[config.mk]
export PLATFORM = sky130hd
export DESIGN_NAME = seq_divider
export DESIGN_NICKNAME = d
export VERILOG_FILES = /design/src/rtl/seq_divider.sv
export SDC_FILE = /design/constraint.sdc
export NUM_CORES = 1
export LEC_CHECK = 0
export CAP_MARGIN = 10
export CORE_MARGIN = 8
export CORE_UTILIZATION = 49
export CTS_CLUSTER_SIZE = 25
export DETAILED_ROUTE_END_ITERATION = 12
export PLACE_DENSITY = 0.8
export RECOVER_POWER = 100
export SYNTH_ARGS = -nofsm -noshare
export SYNTH_HDL_FRONTEND = slang
export SYNTH_SLANG_ARGS = --single-unit
[constraint.sdc]
create_clock -name clk -period 2.6 [get_ports clk]
set_input_delay 0.39 -clock clk [delete_from_list [all_inputs] [get_ports clk]]
set_output_delay 0.39 -clock clk [all_outputs]
set_load 0.01 [all_outputs]
[src/rtl/seq_divider.sv]
// Sequential restoring divider: one quotient bit per clock, MSB first, WIDTH-cycle latency.
// Optional macro SEQ_DIVIDER_DZ_DETECT_EN adds a one-cycle divide-by-zero early exit with a dz flag.
module seq_divider #(
    parameter int unsigned WIDTH = 4
) (
    input  logic             clk,
    input  logic             reset,
    input  logic             start,
    input  logic [WIDTH-1:0] dividend,
    input  logic [WIDTH-1:0] divisor,
    output logic [WIDTH-1:0] quotient,
    output logic [WIDTH-1:0] remainder,
    output logic             busy,
    output logic             done,
    output logic             dz
);

    localparam int unsigned CW = (WIDTH > 1) ? $clog2(WIDTH) : 1;

    typedef enum logic [1:0] {
        IDLE = 2'd0,
        CALC = 2'd1,
        DONE = 2'd2
    } state_t;

    state_t state, state_next;

    // dvd shifts dividend bits out of the top while quotient bits shift in at the bottom
    logic [WIDTH-1:0] dvd;
    logic [WIDTH-1:0] dvs;
    logic [WIDTH-1:0] rem;
    logic [CW-1:0]    cnt;

    logic             accept;
    logic             last;
    logic             q_bit;
    logic [WIDTH:0]   shifted;
    logic [WIDTH-1:0] rem_step;
`ifdef SEQ_DIVIDER_DZ_DETECT_EN
    logic             zero_exit;
`endif

    always_ff @(posedge clk or negedge reset) begin
        if (!reset) begin
            state <= IDLE;
        end else begin
            state <= state_next;
        end
    end

    // Next state plus one restoring step: shift in the next dividend bit, trial-subtract the divisor
    always_comb begin
        state_next = state;
        accept     = 1'b0;
        shifted    = {rem, dvd[WIDTH-1]};
        q_bit      = (shifted >= {1'b0, dvs});
        rem_step   = q_bit ? WIDTH'(shifted - {1'b0, dvs}) : shifted[WIDTH-1:0];
        last       = (cnt == CW'(WIDTH - 1));
`ifdef SEQ_DIVIDER_DZ_DETECT_EN
        zero_exit  = 1'b0;
`endif
        case (state)
            IDLE, DONE: begin
                if (start) begin
                    accept     = 1'b1;
                    state_next = CALC;
`ifdef SEQ_DIVIDER_DZ_DETECT_EN
                    if (divisor == '0) begin
                        zero_exit  = 1'b1;
                        state_next = DONE;
                    end
`endif
                end else begin
                    state_next = IDLE;
                end
            end
            CALC: begin
                if (last) begin
                    state_next = DONE;
                end
            end
            default: state_next = IDLE;
        endcase
    end

    always_ff @(posedge clk or negedge reset) begin
        if (!reset) begin
            dvd       <= '0;
            dvs       <= '0;
            rem       <= '0;
            cnt       <= '0;
            quotient  <= '0;
            remainder <= '0;
            busy      <= 1'b0;
            done      <= 1'b0;
        end else begin
            busy <= (state_next == CALC);
            done <= (state_next == DONE);
            if (accept) begin
                dvd <= dividend;
                dvs <= divisor;
                rem <= '0;
                cnt <= '0;
`ifdef SEQ_DIVIDER_DZ_DETECT_EN
                if (zero_exit) begin
                    quotient  <= '1;
                    remainder <= dividend;
                end
`endif
            end else if (state == CALC) begin
                dvd <= {dvd[WIDTH-2:0], q_bit};
                rem <= rem_step;
                cnt <= cnt + CW'(1);
                if (last) begin
                    quotient  <= {dvd[WIDTH-2:0], q_bit};
                    remainder <= rem_step;
                end
            end
        end
    end

`ifdef SEQ_DIVIDER_DZ_DETECT_EN
    always_ff @(posedge clk or negedge reset) begin
        if (!reset) begin
            dz <= 1'b0;
        end else begin
            dz <= zero_exit;
        end
    end
`else
    assign dz = 1'b0;
`endif

endmodule

==> impl_summary.txt, run 1 <==
----------------------------------------------------
[Critical path]
  Bufs and invs on worst path ... 2
  Setup slack of the worst register-to-register path ... 0.71 ns
  Maximum cell stage delay along the critical path ... 0.54 ns
  Worst R2R Start ... rem[1]
  Path type of the worst setup path ... in -> reg
  Cell breakdown of the critical path ... dlygate4sd3_1 -> nor2b_1 -> clkbuf_1 -> nor2_1 -> a22o_1
  Worst setup EP type ... register
  Crit start category ... input pin
  Worst reg2reg endpoint ... remainder[0]
  Required @ worst endpoint ... 2.82 ns
  Cell family with the largest share of critical-path delay ... buffers and inverters
  Cell with the largest stage delay on the worst path ... sky130_fd_sc_hd__clkbuf_1
  Cells on worst reg2reg path ... 5
  Largest driver fanout on the critical path ... 16
  Signal arrival time at the worst endpoint ... 2.12 ns

[Routing]
  Post-detailed-route DRC marker count ... 0
  Via count ... 955
  DR WL/cell ... 15.49 um
  Post-route antenna net violation count ... 0
  Drt first pass iters ... 5
  Total Routed Length ... 2680 um
  Via density ... 5.520
  Number of violations reported at the end of detailed-routing iteration 0 ... 23

[Floorplanning]
  Standard-cell row count ... 18
  Die footprint ... 4447 sq um
  IO Count ... 22
  Starting density of the core ... 0.5127
  Die boundary width ... 66.69 um
  Die height ... 66.69 um
  Area inside the core boundary ... 2455 sq um

[STA]
  Number of failing setup endpoints in the final timing report ... 0
  Min cycle time layout ... 1.902 ns
  Number of slew-limit violations in the final report ... 0
  Minimum hold slack ... 0.4973 ns
  Number of endpoints with negative hold slack in the final report ... 0
  Final sum of negative setup slack ... 0 ns
  Highest clock frequency the design can meet ... 525.9 MHz
  Period utilization ... 0.7314
  Slew Limit Headroom ... 0.05782
  Worst-case clock skew ... 0.004349 ns
  Worst Max-Slew Pin Slew ... 1.413 ns
  Setup repair after global routing missed its margin ... false

[Synth]
  Most area-hungry cell type in the Yosys netlist ... sky130_fd_sc_hd__dfrtp_1
  Share of synthesized flip-flops with an asynchronous set or reset ... 1.000
  Average size of a mapped cell ... 10.40 sq um
  Synth warnings ... 0
  Most repeated cell in the gate-level netlist after synthesis ... sky130_fd_sc_hd__dfrtp_1
  Synth unique cells ... 33
  Most numerous cell types in the synthesized netlist ... sky130_fd_sc_hd__dfrtp_1, sky130_fd_sc_hd__nand2_1, sky130_fd_sc_hd__inv_1, sky130_fd_sc_hd__o21ai_0, sky130_fd_sc_hd__o31ai_1
  Primary FF master, synth ... sky130_fd_sc_hd__dfrtp_1
  Count of state elements after synthesis ... 26
  EDFF count, synth ... 0
  Proportion of netlist area held by the largest area contributor ... 0.5169
  Net count of the mapped netlist ... 138
  Area of the mapped netlist ... 1259 sq um
  Ranking of synthesized cells by area ... sky130_fd_sc_hd__dfrtp_1, sky130_fd_sc_hd__nand2_1, sky130_fd_sc_hd__ha_1
  Sequential fraction of the synthesis area ... 0.5169
  Gate count of the mapped netlist ... 121

[Power]
  Net switching share of the total power ... 0.4283
  Share of power burned in registers ... 0.342
  Power density over the cells ... 1412 nW/um^2
  Internal ... 1.210 mW
  Largest vdd supply drop ... 0.8751 mV
  Leakage component of the power ... 0.6926 nW
  Clock network power share ... 0.095
  Comb pwr share ... 0.563
  NetSw ... 0.9064 mW

[Layout]
  Area delta synth->final ... 19.09%
  Antenna cells ... 0
  Layout Cells excl Fill ... 173
  Fillers ... 222
  Share of layout cells above drive strength 1 ... 0.07692
  Final Net Count ... 161

[CTS]
  Number of buffers inserted during clock tree synthesis ... 3
  Hold_buf cts ... 0
  Total of cells resized after clock tree synthesis ... 0
  Clock transition time at the flip-flop clock pins of the worst setup and hold paths ... 0.14 ns
  Clock Tree Buf Depth ... 2
  Post-CTS setup-driven buffer insertion count ... 0
  Clock tree from TritonCTS ... done
  Root buffer selected by CTS ... sky130_fd_sc_hd__clkbuf_4
  H-tree depth reported by CTS ... 1
  Number of sinks on the clock net ... 26
  Clk Latency, worst-skew pair ... 0.31 ns

[Global routing]
  Pin count of the biggest net entering global routing ... 27
  Antenna violations before repair ... 0
  GR Util All Layers ... 0.1347
  Number of global-route vias before repair ... 1039
  First-pass GRT wire length ... 4698 um
  Residual overflow from global routing ... 0

[Run]
  Maxcap violations ... 0

[Min path]
  Worst Hold Depth ... 2
  Hold wc startpoint ... quotient[0]
  Tightest Hold Check Type ... reg -> reg
  End point of the worst hold path ... quotient[0]

[Placement]
  Number of input and output port buffers inserted ... 20
  Dpl cells ... 169
  Final Wtd Congestion ... 0.8810
  DP Wirelength ... 2049 um

[Run status]
  Result of the run ... completed

----------------------------------------------------
[routing by layer]
layer / share of wire / up-vias / GRT usage
li1: - / 464 / -
met1: 0.43 / 461 / 0.1521
met2: 0.49 / 26 / 0.2342
met3: 0.063 / 4 / 0.03859
met4: 0.012 / 0 / 0.04800
met5: 0 / - / 0
[power groups by stage]
stage / clock (mW) / sequential, mW / combinational, mW
after floorplan: 0 / 0.748 / 0.865
after detailed placement: 0 / 0.741 / 1.28
final: 0.202 / 0.724 / 1.19
after CTS: 0.210 / 0.731 / 1.29
after global routing: 0.227 / 0.743 / 1.35
after global placement: 0 / 0.728 / 1.23
[layout make-up]
class                   count  area (sq um)  area share
inverters                   9         33.78     0.02254
repair buffers             23         215.2      0.1436
clock buffers               4         36.28     0.02421
multi-input cells          81         525.5      0.3506
flip-flops and latches     26         650.6      0.4341
well taps                  30         37.54     0.02504
[through the flow]
stage,power [mW],util,area [sq um],worst slack (ns)
finish,2.116,0.6106,1499,0.6985
global route,2.324,0.6106,1499,0.5274
CTS,2.226,0.6228,1529,0.9365
detailed placement,2.021,0.6081,1493,0.9190
global placement,1.962,0.6081,1493,0.9577
floorplan,1.612,-,1259,1.087
[cells by family after synthesis]
family | Yosys count | share of synthesized area
mux | 4 | 0.03578
compound gates | 32 | 0.1730
fa+ha+maj | 6 | 0.06561
simple gates | 37 | 0.1511
buf+inv | 14 | 0.04771
other cells | 1 | 0.002979
flops | 26 | 0.5169
xor+xnor | 1 | 0.006960
[sequential cells by signal (all words and copies together), names as in the netlist]
signal	flops
remainder	4
dvs	4
state	2
rem	4
done	1
busy	1
cnt	2
dvd	4
quotient	4
[worst register-to-register path, delay by kind of cell (launching register included)]
kind,cells,cell delay [ns]
adders and majority gates,1,0.22
AOI/OAI and AO/OA,2,0.40
DFF,1,0.43
and+or+nand+nor,2,0.77
[worst max path at each step]
stage                   endpoint  slack (ns)  depth (start not counted)    from
finish                    cnt[1]        0.70                          5   start
global route              rem[3]        0.53                          2   reset
CTS                 remainder[2]        0.94                          7  dvd[3]
detailed placement        dvd[0]        0.92                          6   start
global placement          rem[0]        0.96                          6   start
floorplan                 rem[2]        1.09                          7  dvd[3]
[cell usage in the layout (no fill, tap or decap), types with 4 or more instances in the layout]
master,count
sky130_fd_sc_hd__a21oi_1,5
sky130_fd_sc_hd__clkdlybuf4s50_1,8
sky130_fd_sc_hd__dfrtp_1,26
sky130_fd_sc_hd__dlygate4sd3_1,12
sky130_fd_sc_hd__ha_1,5
sky130_fd_sc_hd__inv_1,9
sky130_fd_sc_hd__mux2_2,4
sky130_fd_sc_hd__nand2_1,18
sky130_fd_sc_hd__nor2_1,5
sky130_fd_sc_hd__nor2b_1,4
sky130_fd_sc_hd__o21ai_0,6
sky130_fd_sc_hd__o31ai_1,6
Note: power is estimated with default switching activity, not from simulation.
==> run 2: changes to the inputs <==
Clock period 2.6 ns to 2 ns, I/O delays scaled along.
==> run 2 against run 1 <==
- core utilization is 1.3 points higher
- largest power group unchanged
- sequential power is 30% higher
- clock-buffer cell count is 1 lower
- clock power is 77% higher
- critical endpoint unchanged
- global-route usage is 0.86 points lower
- combinational power is 32% higher
- sequential cell count stayed put
- largest cell class unchanged
- die area stayed put
- critical path type unchanged
==> impl_summary.txt, run 2 (synthesis gave the netlist of run 1 again) <==
----------------------------------------------------
[Global routing]
  Number of global-route vias before repair ... 979 (was 1039)
  GR Util All Layers ... 0.1260 (was 0.1347)
  Pin count of the biggest net entering global routing ... 27 (unchanged)
  Residual overflow from global routing ... 0 (unchanged)
  Antenna violations before repair ... 0 (unchanged)
  First-pass GRT wire length ... 4450 um (was 4698 um)

[Layout]
  Fillers ... 206 (was 222)
  Area delta synth->final ... 21.57% (was 19.09%)
  Most frequent standard cell in the layout excluding fill and tap cells ... sky130_fd_sc_hd__dfrtp_1 (unchanged)
  Antenna cells ... 0 (unchanged)
  Final Net Count ... 161 (unchanged)
  Area of the multi-input gates ... 540.5 sq um (was 525.5 sq um)
  Area of all sequential standard cells ... 650.6 sq um (unchanged)
  Share of layout cells above drive strength 1 ... 0.08392 (was 0.07692)
  Most used cells in the layout excluding fill and tap cells ... sky130_fd_sc_hd__dfrtp_1, sky130_fd_sc_hd__nand2_1, sky130_fd_sc_hd__clkdlybuf4s50_1, sky130_fd_sc_hd__dlygate4sd3_1, sky130_fd_sc_hd__inv_1 (was sky130_fd_sc_hd__dfrtp_1, sky130_fd_sc_hd__nand2_1, sky130_fd_sc_hd__dlygate4sd3_1)

[CTS]
  Number of buffers inserted during clock tree synthesis ... 3 (unchanged)
  Root buffer selected by CTS ... sky130_fd_sc_hd__clkbuf_4 (unchanged)
  Post-CTS setup-driven buffer insertion count ... 0 (unchanged)
  Clock tree from TritonCTS ... done (unchanged)
  H-tree depth reported by CTS ... 1 (unchanged)
  Total of cells resized after clock tree synthesis ... 0 (unchanged)
  Clock Tree Buf Depth ... 2 (unchanged)
  Clk Latency, worst-skew pair ... 0.32 ns (was 0.31 ns)
  Clock transition time at the flip-flop clock pins of the worst setup and hold paths ... 0.15 ns (was 0.14 ns)
  Number of sinks on the clock net ... 26 (unchanged)
  Hold_buf cts ... 0 (unchanged)

[Critical path]
  Worst setup EP type ... register (unchanged)
  Crit start category ... input pin (unchanged)
  Path type of the worst setup path ... in -> reg (unchanged)
  Setup slack of the worst register-to-register path ... 0.30 ns (was 0.71 ns)
  Cell with the largest stage delay on the worst path ... sky130_fd_sc_hd__clkbuf_1 (unchanged)
  Signal arrival time at the worst endpoint ... 1.92 ns (was 2.12 ns)
  Maximum cell stage delay along the critical path ... 0.46 ns (was 0.54 ns)
  Cells on worst reg2reg path ... 7 (was 5)
  Required @ worst endpoint ... 2.22 ns (was 2.82 ns)
  Worst reg2reg endpoint ... remainder[2] (was remainder[0])
  Cell breakdown of the critical path ... clkdlybuf4s50_1 -> nor2b_1 -> clkbuf_1 -> nor2_1 -> a22o_1 (was dlygate4sd3_1 -> nor2b_1 -> clkbuf_1 -> nor2_1 -> a22o_1)
  Start point of the critical path ... start (unchanged)
  Worst R2R Start ... dvd[3] (was rem[1])
  Largest driver fanout on the critical path ... 14 (was 16)
  Endpoint of the most critical setup path ... cnt[1] (unchanged)

[Routing]
  DR WL/cell ... 14.49 um (was 15.49 um)
  Post-detailed-route DRC marker count ... 0 (unchanged)
  Post-route antenna net violation count ... 0 (unchanged)
  Via density ... 5.468 (was 5.520)
  Total Routed Length ... 2507 um (was 2680 um)
  Via count ... 946 (was 955)
  Drt first pass iters ... 4 (was 5)
  Number of violations reported at the end of detailed-routing iteration 0 ... 20 (was 23)

[Floorplanning]
  IO Count ... 22 (unchanged)
  Die height ... 66.69 um (unchanged)
  Area inside the core boundary ... 2455 sq um (unchanged)
  Standard-cell row count ... 18 (unchanged)
  Starting density of the core ... 0.5127 (unchanged)
  Die footprint ... 4447 sq um (unchanged)
  Die boundary width ... 66.69 um (unchanged)

[Power]
  Leakage component of the power ... 0.7021 nW (was 0.6926 nW)
  Power density over the cells ... 1875 nW/um^2 (was 1412 nW/um^2)
  Tot Pwr ... 2.870 mW (was 2.116 mW)
  Largest vdd supply drop ... 1.186 mV (was 0.8751 mV)

[Placement]
  DP Wirelength ... 1924 um (was 2049 um)
  Worst Setup Slack post-DPL ... 0.3329 ns (was 0.9190 ns)
  Number of input and output port buffers inserted ... 20 (unchanged)
  Final Wtd Congestion ... 0.9460 (was 0.8810)

[STA]
  Worst Max-Slew Pin Slew ... 1.346 ns (was 1.413 ns)
  Slew Limit Headroom ... 0.1023 (was 0.05782)
  Highest clock frequency the design can meet ... 587.5 MHz
  Number of endpoints with negative hold slack in the final report ... 0 (unchanged)
  Minimum hold slack ... 0.4951 ns (was 0.4973 ns)
  Period utilization ... 0.8510
  Final sum of negative setup slack ... 0 ns (unchanged)
  Worst-case clock skew ... 0.01505 ns (was 0.004349 ns)
  Number of failing setup endpoints in the final timing report ... 0 (unchanged)
  Min cycle time layout ... 1.702 ns
  Setup repair after global routing missed its margin ... false (unchanged)
  Post-route setup slack ... 0.2979 ns (was 0.6985 ns)
  Number of slew-limit violations in the final report ... 0 (unchanged)

[Run status]
  Result of the run ... completed (unchanged)

[Run]
  Maxcap violations ... 0 (unchanged)

[Min path]
  Tightest Hold Check Type ... reg -> reg (unchanged)

----------------------------------------------------
-- run 2: cell types whose count changed in the layout (fill, tap and decap cells not counted) --
cell                              change
sky130_fd_sc_hd__clkdlybuf4s50_1      +2
sky130_fd_sc_hd__nor4_1               -1
sky130_fd_sc_hd__bufinv_16            +1
sky130_fd_sc_hd__dlygate4sd3_1        -2
sky130_fd_sc_hd__clkbuf_8             -1
sky130_fd_sc_hd__nor4_4               +1
-- run 2: area by class of cell --
| class | instances | share of cell area |
|---|---|---|
| inverter | 9 | 0.02208 |
| clock inverter | 1 | 0.01962 |
| timing repair buffer | 23 | 0.1406 |
| multi-input combinational | 81 | 0.3532 |
| tap | 30 | 0.02453 |
| clock buffer | 3 | 0.01472 |
| sequential | 26 | 0.4252 |
-- run 2: layer usage --
layer / vias up / wire length (um) / global-route usage / share of wire
met1: 458 / 1136 / 0.1522 / 0.45
met2: 23 / 1205 / 0.2115 / 0.48
li1: 461 / - / - / -
met4: 0 / 27 / 0.04000 / 0.011
met3: 4 / 138 / 0.03356 / 0.055
met5: - / 0 / 0 / 0
-- run 2: how the worst min path moves through the flow --
stage                     slack, ns            to  cells after the start    startpoint
after floorplan               0.004          busy                      0         reset
after global placement         0.47  remainder[3]                      2  remainder[3]
after detailed placement       0.47   quotient[0]                      2   quotient[0]
after CTS                      0.32  remainder[1]                      2         reset
after global routing           0.52        dvs[1]                      3    divisor[1]
final                          0.50   quotient[0]                      2   quotient[0]
-- run 2: through the flow --
stage | cells | util | cell area (sq um)
after detailed placement | 169 | 0.6081 | 1493
after global routing | 173 | 0.6233 | 1530
after global placement | 169 | 0.6081 | 1493
final | 173 | 0.6233 | 1530
after CTS | 173 | 0.6295 | 1545
after floorplan | 121 | - | 1259
-- run 2: power by group --
group / switching [mW] / leakage, nW / internal, mW
Sequential: 0.152 / 0.314 / 0.790
Combinational: 0.878 / 0.360 / 0.692
Clock: 0.155 / 0.0279 / 0.203
Total: 1.19 / 0.702 / 1.68
-- run 2: worst max-delay path, delay by kind of cell --
family | cells | cell delay (ns)
and+or+nand+nor | 2 | 0.46
buffers and inverters | 2 | 0.90
AOI/OAI and AO/OA | 1 | 0.25
==> run 3: changes to the inputs <==
Settings changed: CORE_UTILIZATION 49 to 51, PLACE_DENSITY 0.8 to 0.83.
==> run 3 against run 2 <==
- via count down 0.32%
- critical path type is now reg -> reg
- first-iteration DRC count rose by 50%
- core utilization rose by 1.4 points
- critical path depth rose by 2
==> impl_summary.txt, run 3 (synthesis gave the netlist of run 1 again) <==
----------------------------------------------------
[STA]
  Period utilization ... 0.8457 (was 0.8510)
  Final sum of negative setup slack ... 0 ns (unchanged)
  Number of slew-limit violations in the final report ... 0 (unchanged)
  Worst-case clock skew ... 0.01972 ns (was 0.01505 ns)
  Setup repair after global routing missed its margin ... false (unchanged)
  Slew Limit Headroom ... 0.06552 (was 0.1023)
  Post-route setup slack ... 0.3086 ns (was 0.2979 ns)
  Number of failing setup endpoints in the final timing report ... 0 (unchanged)
  Highest clock frequency the design can meet ... 591.2 MHz (was 587.5 MHz)
  Min cycle time layout ... 1.691 ns (was 1.702 ns)
  Worst Max-Slew Pin Slew ... 1.402 ns (was 1.346 ns)
  Number of endpoints with negative hold slack in the final report ... 0 (unchanged)

[Critical path]
  Cell breakdown of the critical path ... inv_1 -> ha_1 -> inv_1 -> fa_1 -> xor2_1 -> nor3_1 -> o31ai_1 (was clkdlybuf4s50_1 -> nor2b_1 -> clkbuf_1 -> nor2_1 -> a22o_1)
  Cell family with the largest share of critical-path delay ... adder cells (was buffers and inverters)
  Required @ worst endpoint ... 2.19 ns (was 2.22 ns)
  Crit start category ... register (was input pin)
  Maximum cell stage delay along the critical path ... 0.40 ns (was 0.46 ns)
  Path type of the worst setup path ... reg -> reg (was in -> reg)
  WP depth ... 7 (was 5)
  Bufs and invs on worst path ... 2 (unchanged)
  Largest driver fanout on the critical path ... 3 (was 14)
  Signal arrival time at the worst endpoint ... 1.89 ns (was 1.92 ns)
  Cell with the largest stage delay on the worst path ... sky130_fd_sc_hd__dfrtp_1 (was sky130_fd_sc_hd__clkbuf_1)
  Cells on worst reg2reg path ... 7 (unchanged)
  Worst setup EP type ... register (unchanged)
  Crit path top cell by count ... sky130_fd_sc_hd__inv_1

[Run status]
  Result of the run ... completed (unchanged)

[Floorplanning]
  IO Count ... 22 (unchanged)
  Standard-cell row count ... 18 (unchanged)
  Die boundary width ... 65.68 um (was 66.69 um)
  Starting density of the core ... 0.5223 (was 0.5127)
  Die height ... 65.68 um (was 66.69 um)
  Area inside the core boundary ... 2410 sq um (was 2455 sq um)
  Die footprint ... 4314 sq um (was 4447 sq um)

[CTS]
  Clock tree from TritonCTS ... done (unchanged)
  Root buffer selected by CTS ... sky130_fd_sc_hd__clkbuf_4 (unchanged)
  Post-CTS setup-driven buffer insertion count ... 0 (unchanged)
  H-tree depth reported by CTS ... 1 (unchanged)
  Hold_buf cts ... 0 (unchanged)
  Clock Tree Buf Depth ... 2 (unchanged)
  Number of sinks on the clock net ... 26 (unchanged)
  Clock transition time at the flip-flop clock pins of the worst setup and hold paths ... 0.15 ns (about the same)
  Number of buffers inserted during clock tree synthesis ... 3 (unchanged)
  Total of cells resized after clock tree synthesis ... 0 (unchanged)
  Clk Latency, worst-skew pair ... 0.33 ns (was 0.32 ns)

[Layout]
  Share of layout cells above drive strength 1 ... 0.09091 (was 0.08392)
  Most used cells in the layout excluding fill and tap cells ... sky130_fd_sc_hd__dfrtp_1, sky130_fd_sc_hd__nand2_1, sky130_fd_sc_hd__clkdlybuf4s50_1, sky130_fd_sc_hd__dlygate4sd3_1, sky130_fd_sc_hd__inv_1 (unchanged)
  Most frequent standard cell in the layout excluding fill and tap cells ... sky130_fd_sc_hd__dfrtp_1 (unchanged)
  Antenna cells ... 0 (unchanged)
  Final Net Count ... 161 (unchanged)
  Area delta synth->final ... 21.97% (was 21.57%)
  Area of all sequential standard cells ... 650.6 sq um (unchanged)
  Area of the multi-input gates ... 545.5 sq um (was 540.5 sq um)
  Fillers ... 192 (was 206)

[Power]
  NetSw ... 1.213 mW (was 1.185 mW)
  Clock network power share ... 0.124 (was 0.125)
  Leakage component of the power ... 0.7015 nW (was 0.7021 nW)
  Largest vdd supply drop ... 1.051 mV (was 1.186 mV)
  Power density over the cells ... 1902 nW/um^2 (was 1875 nW/um^2)
  Net switching share of the total power ... 0.4154 (was 0.4129)
  Comb pwr share ... 0.552 (was 0.547)
  Internal ... 1.707 mW (was 1.685 mW)
  Share of power burned in registers ... 0.323 (was 0.328)

[Routing]
  Via count ... 943 (was 946)
  Number of violations reported at the end of detailed-routing iteration 0 ... 30 (was 20)
  Post-detailed-route DRC marker count ... 0 (unchanged)
  Via density ... 5.451 (was 5.468)
  Drt first pass iters ... 5 (was 4)
  Total Routed Length ... 2620 um (was 2507 um)
  Post-route antenna net violation count ... 0 (unchanged)
  DR WL/cell ... 15.14 um (was 14.49 um)

[Run]
  Maxcap violations ... 0 (unchanged)

[Global routing]
  First-pass GRT wire length ... 4671 um (was 4450 um)
  Antenna violations before repair ... 0 (unchanged)
  Residual overflow from global routing ... 0 (unchanged)
  GR Util All Layers ... 0.1364 (was 0.1260)
  Number of global-route vias before repair ... 998 (was 979)
  Pin count of the biggest net entering global routing ... 27 (unchanged)

[Min path]
  Tightest Hold Check Type ... reg -> reg (unchanged)
  Worst Hold Depth ... 2 (unchanged)

[Placement]
  Final Wtd Congestion ... 0.9350 (was 0.9460)
  Worst Setup Slack post-DPL ... 0.3473 ns (was 0.3329 ns)
  Number of input and output port buffers inserted ... 20 (unchanged)
  DP Wirelength ... 1961 um (was 1924 um)

----------------------------------------------------
## run 3: cell counts in the layout (fill, tap and decap cells not counted)
Identical to the previous run, type by type.
## run 3: per-stage QoR
step           total power, mW  hold slack (ns)  utilization  instance area (sq um)  instances
6_report                 2.919           0.4920       0.6371                   1535        173
5_1_grt                  3.188           0.5326       0.6371                   1535        173
4_1_cts                  2.992           0.3234       0.6412                   1545        173
3_5_place_dp             2.620           0.4700       0.6194                   1493        169
3_3_place_gp             2.535           0.4648       0.6194                   1493        169
2_1_floorplan            2.096         0.004409            -                   1259        121
## run 3: per-layer routing
metal	GRT usage	wire length, um	part of all wire	vias up
met2	0.2217	1257	0.48	20
met1	0.1653	1192	0.45	456
li1	-	-	-	460
met5	0	0	0	-
met3	0.03741	115	0.044	7
met4	0.05722	55	0.021	0
## run 3: power groups by stage
stage,Combinational [mW],Sequential (mW),Clock (mW)
after floorplan,1.12,0.972,0
after global placement,1.59,0.945,0
after detailed placement,1.66,0.962,0
after CTS,1.67,0.951,0.372
after global routing,1.82,0.980,0.393
final,1.61,0.944,0.363
## run 3: path summary, 6_finish.rpt
check	from	to	slack, ns
worst max register to register	dvd[3]	remainder[2]	0.31
worst min register to register	remainder[0]	remainder[0]	0.49
max in group asynchronous	reset	state[1]	0.44
min in group asynchronous	reset	dvs[2]	0.73
worst max-delay path	dvd[3]	remainder[2]	0.31
worst min-delay path	remainder[0]	remainder[0]	0.49
## run 3: layout make-up
cell class	count	share of cell area
Timing Repair Buffer	23	0.1402
Inverter	9	0.02200
Clock buffer	3	0.01467
Multi-Input combinational cell	81	0.3553
Tap cell	30	0.02445
Sequential cell	26	0.4238
Clock inverter	1	0.01956
## run 3: tightest hold or removal path, stage by stage (launching register included)
cell,delay (ns)
sky130_fd_sc_hd__dfrtp_1,0.37
sky130_fd_sc_hd__nand2_1,0.05
sky130_fd_sc_hd__o31ai_1,0.05
